**src/rtl/tree_traversal_engine.sv**
```systemverilog
// Decision-tree walker. It fetches one node per step and asks the feature selector
// for the node's feature. It compares that feature with the threshold and emits a class or an error.
module tree_traversal_engine #(
   parameter int NODE_AW   = 6,
   parameter int CLASS_W   = 4,
   parameter int MAX_DEPTH = 16,
   parameter int NODE_W    = 36 + 2 * NODE_AW
) (
   input  logic               clk,
   input  logic               rst_n,
   input  logic               cfg_we,
   input  logic [NODE_AW-1:0] cfg_addr,
   input  logic [NODE_W-1:0]  cfg_wdata,
   input  logic               start,
   output logic               busy,
   output logic               sel_valid_in,
   output logic [2:0]         sel_feature_id,
   input  logic [31:0]        sel_feature,
   input  logic               sel_valid,
   input  logic               sel_error,
   output logic [CLASS_W-1:0] class_out,
   output logic               class_valid,
   output logic               err_out
);

   localparam int STEP_W = $clog2(MAX_DEPTH + 1);
   localparam logic [STEP_W-1:0] MAX_STEPS = STEP_W'(MAX_DEPTH);
   localparam logic [STEP_W-1:0] STEP_ONE  = {{(STEP_W-1){1'b0}}, 1'b1};

   typedef enum logic [1:0] {
      IDLE  = 2'd0,
      FETCH = 2'd1,
      CHECK = 2'd2,
      WAIT  = 2'd3
   } state_t;

   state_t               state_r, state_s;
   logic [NODE_W-1:0]    mem_r [0:(2**NODE_AW)-1];
   logic [NODE_W-1:0]    node_r, node_s;
   logic [NODE_AW-1:0]   ptr_r, ptr_s;
   logic [STEP_W-1:0]    steps_r, steps_s;
   logic [1:0]           tmo_r, tmo_s;
   logic [CLASS_W-1:0]   class_s;
   logic                 class_valid_s;
   logic                 err_s;

   logic                 node_leaf_s;
   logic [2:0]           node_fid_s;
   logic [NODE_AW-1:0]   node_left_s;
   logic [NODE_AW-1:0]   node_right_s;
   logic [31:0]          node_thr_s;

   assign node_leaf_s  = node_r[NODE_W-1];
   assign node_fid_s   = node_r[NODE_W-2 -: 3];
   assign node_left_s  = node_r[2*NODE_AW+31 -: NODE_AW];
   assign node_right_s = node_r[NODE_AW+31 -: NODE_AW];
   assign node_thr_s   = node_r[31:0];
   assign busy         = (state_r != IDLE);

   // Node table: no reset so contents survive rst_n; writes only while idle
   always_ff @(posedge clk) begin
      if (cfg_we && (state_r == IDLE)) begin
         mem_r[cfg_addr] <= cfg_wdata;
      end
   end

   // State and datapath registers
   always_ff @(posedge clk or negedge rst_n) begin
      if (!rst_n) begin
         state_r     <= IDLE;
         node_r      <= {NODE_W{1'b0}};
         ptr_r       <= {NODE_AW{1'b0}};
         steps_r     <= {STEP_W{1'b0}};
         tmo_r       <= 2'd0;
         class_out   <= {CLASS_W{1'b0}};
         class_valid <= 1'b0;
         err_out     <= 1'b0;
      end else begin
         state_r     <= state_s;
         node_r      <= node_s;
         ptr_r       <= ptr_s;
         steps_r     <= steps_s;
         tmo_r       <= tmo_s;
         class_out   <= class_s;
         class_valid <= class_valid_s;
         err_out     <= err_s;
      end
   end

   // Next-state, result and selector-request decode
   always_comb begin
      state_s        = state_r;
      node_s         = node_r;
      ptr_s          = ptr_r;
      steps_s        = steps_r;
      tmo_s          = tmo_r;
      class_s        = class_out;
      class_valid_s  = 1'b0;
      err_s          = 1'b0;
      sel_valid_in   = 1'b0;
      sel_feature_id = 3'd0;
      case (state_r)
         IDLE: begin
            if (start) begin
               ptr_s   = {NODE_AW{1'b0}};
               steps_s = {STEP_W{1'b0}};
               state_s = FETCH;
            end else begin
               state_s = IDLE;
            end
         end
         FETCH: begin
            node_s  = mem_r[ptr_r];
            state_s = CHECK;
         end
         CHECK: begin
            if (node_leaf_s) begin
               class_s       = node_r[CLASS_W-1:0];
               class_valid_s = 1'b1;
               state_s       = IDLE;
            end else if (steps_r == MAX_STEPS) begin
               class_s       = {CLASS_W{1'b0}};
               class_valid_s = 1'b1;
               err_s         = 1'b1;
               state_s       = IDLE;
            end else begin
               sel_valid_in   = 1'b1;
               sel_feature_id = node_fid_s;
               steps_s        = steps_r + STEP_ONE;
               tmo_s          = 2'd0;
               state_s        = WAIT;
            end
         end
         WAIT: begin
            // Four silent WAIT cycles (tmo 0..3) abort the walk
            if (sel_valid && sel_error) begin
               class_s       = {CLASS_W{1'b0}};
               class_valid_s = 1'b1;
               err_s         = 1'b1;
               state_s       = IDLE;
            end else if (sel_valid) begin
               ptr_s   = ($signed(sel_feature) <= $signed(node_thr_s)) ? node_left_s : node_right_s;
               state_s = FETCH;
            end else if (tmo_r == 2'd3) begin
               class_s       = {CLASS_W{1'b0}};
               class_valid_s = 1'b1;
               err_s         = 1'b1;
               state_s       = IDLE;
            end else begin
               tmo_s = tmo_r + 2'd1;
            end
         end
         default: begin
            state_s = IDLE;
         end
      endcase
   end

endmodule
```
**config.mk**
```make
export PLATFORM = sky130hd
export DESIGN_NAME = tree_traversal_engine
export DESIGN_NICKNAME = d
export VERILOG_FILES = /design/src/rtl/tree_traversal_engine.sv
export SDC_FILE = /design/constraint.sdc
export NUM_CORES = 2
export LEC_CHECK = 0
export ABC_CLOCK_PERIOD_IN_PS = 4000
export CAP_MARGIN = 40
export CORE_UTILIZATION = 63
export DETAILED_ROUTE_END_ITERATION = 10
export HOLD_SLACK_MARGIN = 0.06
export PLACE_DENSITY_LB_ADDON = 0.25
export SETUP_SLACK_MARGIN = 0.3
export SLEW_MARGIN = 5
export SYNTH_ARGS = -nofsm -noshare
export SYNTH_HDL_FRONTEND = slang
export SYNTH_SLANG_ARGS = --single-unit
```
**constraint.sdc**
```tcl
create_clock -name clk -period 4 [get_ports clk]
set_input_delay 0.4 -clock clk [delete_from_list [all_inputs] [get_ports clk]]
set_output_delay 0.4 -clock clk [all_outputs]
set_load 0.02 [all_outputs]
```
==> reports/qor.yml <==
status:
  outcome: "finished with violations"
  failed_checks: "design-rule violations"
synth:
  ys_top_cells_by_area: "edfxtp_1 77%, mux4_2 18%, dfrtp_1 1.4%"
  ys_ff_latch: 3141
  synth-edff-count: 3072
  syn-cell-area_um2: 120000
  ys_types: 43
  yosysTopAreaCellShare: 0.767
  yosysWarnings: 0
  ys.flop_type: "edfxtp_1"
  yosysMostFrequentCell: "edfxtp_1"
  avgSynthCellArea_um2: 24.3
  synth_cells: 4954
  synth.net_count: 5081
  synthArstFlopShare: 0.0220
  synth_top_cells_by_count: "3072 x edfxtp_1, 961 x mux4_2, 156 x clkbuf_1, 128 x nor2_1, 83 x nand2_1"
  yosys.area.top_type: "edfxtp_1"
  ys_seq_area_frac: 0.781
sta:
  tightest_slew_ns: 1.04
  period_share: 0.876
  fmax_mhz: 285
  finalSetupViolations: 0
  slew_headroom: 0.306
  period_minus_slack_ns: 3.51
  hold_viol: 0
  grt_setup_unrepaired: "no"
  drv_slew: 0
  fin_setup_tns_ns: 0
  skew_ns: 0.0565
route:
  viasPerCell: 7.32
  vias: 60000
  routedWlPerCell_um: 41.3
  wirelength_um: 338000
  drc_errors: 1
  drt-pass1-iter-count: 8
  ant_nets: 0
  drt_iter0_drc: 10200
setup_path:
  reg2reg_slack_ns: 0.66
  crit_path_end_kind: "output port"
  crit_path_top_delay_cell: "clkdlybuf4s50_1"
  startpoint_type: "flop"
  path_cells: "inv_1 > nor4_4 > buf_2 > and2_1 > clkdlybuf4s50_1"
  critPathTopFamily: "buffers and inverters"
  critPathRequiredTime_ns: 3.60
  path_depth: 5
  worstRegToRegCells: 9
  critPathBufInv: 3
  startpoint: "state_r[1]$_DFFE_PN0P_"
  timing.rr.start: "ptr_r[0]$_DFFE_PN0P_"
  critPathCapture: "sel_feature_id[2]"
  crit_arrival_ns: 3.11
  max_stage_delay_ns: 0.60
  crit_type: "flop to output port"
  crit_fanout: 11
  rr_endpoint: "node_r[24]$_DFFE_PN0N_"
global_route:
  grt.overflow.total: 0
  antenna_found_initial: 21
  grt_pass1_wl_um: 466000
  grt_pass1_vias: 60600
  track_usage: 0.357
  grt_max_degree: 80
worst_hold_path:
  hp-start: "cfg_wdata[27]"
  hp-class: "input pin to flop"
power:
  p_leak_nw: 42.0
  power_w: 0.0892
  p_per_area_nw_per_um2: 647
  irDropWorstVdd_v: 0.000477
floorplanning:
  io_pins: 103
  start_util: 0.633
  die_area_um2: 193000
  row_count: 160
  die_w_um: 439
  die_y_um: 439
  core_area_um2: 190000
clocking:
  cts.sinks: 3141
  cts.path.max_buffers: 4
  cts_inserted_buffers: 317
  clockRootBuffer: "clkbuf_16"
  clkTransAtPathRegs_ns: 0.06
  cts_tree: "built"
  worstSkewPairLatency_ns: 0.96
  htreeDepth: 5
layout:
  drive_above_1_share: 0.324
  nets: 5561
  area_growth_pct: 14.5
  design_area_um2: 138000
placement:
  dp_hpwl_um: 171000
  port_buffers: 102
  placed_area_um2: 127000
  gp_congestion: 0.838
run:
  maxCapViolations: 0
[logic make-up (layout without fill, tap and decap cells)]
family,after synthesis,after routing,share of synthesized area
muxes,1063,1063,0.189
and+or+nand+nor,262,262,0.00937
AOI/OAI and AO/OA,150,150,0.00672
DFF,3141,3141,0.781
xor gates and xnor gates,3,3,0.000218
buffers and inverters,300,1013,0.0103
other,0,12,0
adders and majority gates,35,35,0.00364
[power breakdown]
group          switching, W  internal, W  total [W]
Sequential         0.000877       0.0366     0.0375
Clock                0.0121       0.0162     0.0283
Combinational        0.0116       0.0118     0.0234
Total                0.0246       0.0646     0.0892
[layout make-up]
cell class                 count  area (µm²)
sequential                  3141       94000
timing repair buffer         420        5120
clock inverter               142        1150
multi-input combinational   1513       25600
inverter                      41         154
tap                         2511        3140
fill                       10000       52200
clock buffer                 410        8540
antenna                       12        30.0
[worst register-to-register path: cells and delay by family, from the launching register on]
family          cells  cell delay, ns
compound gates      2            0.21
simple gates        1            0.14
flops               1            0.76
buf+inv             3            0.79
mux                 3            1.30
[worst min path at each step]
stage	end	slack, ns	cells after the start
floorplan	class_out[0]$_DFFE_PN0P_	0.10	0
global placement	node_r[14]$_DFFE_PN0N_	0.44	1
detailed placement	node_r[13]$_DFFE_PN0N_	0.44	1
CTS	node_r[12]$_DFFE_PN0N_	0.1	3
global route	node_r[13]$_DFFE_PN0N_	0.14	3
finish	mem_r[34][27]$_DFFE_PP_	0.15	1
[per-stage QoR]
| stage | setup WS (ns) | hold WS [ns] | utilization | instances |
|---|---|---|---|---|
| final | 0.495 | 0.154 | 0.725 | 8190 |
| after global routing | 0.416 | 0.135 | 0.725 | 8186 |
| after CTS | 0.301 | 0.0992 | 0.723 | 8156 |
| after detailed placement | 0.554 | 0.438 | 0.671 | 7582 |
| after global placement | 0.585 | 0.438 | 0.668 | 7558 |
| after floorplan | 0.296 | 0.104 | - | 4954 |
[state kept, by name, indices dropped and copies added, names as in the netlist]
name and count:
class_out 4, class_valid 1, err_out 1, mem_r 3072, node_r 48, ptr_r 6, state_r 2, steps_r 5
tmo_r 2
[per-layer routing]
layer | wire (µm) | GRT usage | vias up | part of all wire
met5 | 76 | 0 | - | 0.00022
met3 | 46000 | 0.0980 | 1009 | 0.14
met2 | 161000 | 0.547 | 5190 | 0.48
li1 | - | - | 22300 | -
met1 | 111000 | 0.475 | 31500 | 0.33
met4 | 19800 | 0.190 | 12 | 0.059
[cell usage in the layout, fill, tap and decap left out, types with 7 or more instances in the layout]
cell type / count
buf_12: 136
bufinv_16: 19
buf_2: 47
clkbuf_1: 73
o21ai_0: 61
clkinv_2: 46
nor2_1: 64
clkbuf_8: 15
clkinv_1: 65
clkbuf_16: 322
nand4_1: 7
buf_16: 8
mux2i_1: 54
diode_2: 12
nor2_4: 64
inv_1: 41
mux4_2: 961
dlygate4sd3_1: 32
nand2_1: 82
buf_4: 140
clkdlybuf4s50_1: 56
mux2_2: 48
and2_1: 11
a22oi_1: 7
edfxtp_1: 3072
ha_1: 35
dfrtp_1: 62
inv_6: 7
a21oi_1: 69
[repair_timing]
action,4_1_cts,5_1_grt
setup buffers,0,0
gates resized for setup,2,2
endpoints found under the hold margin,1022,704
endpoints found under the setup margin,4,3
hold buffers,22,11
Note: power is estimated with default switching activity, not from simulation.
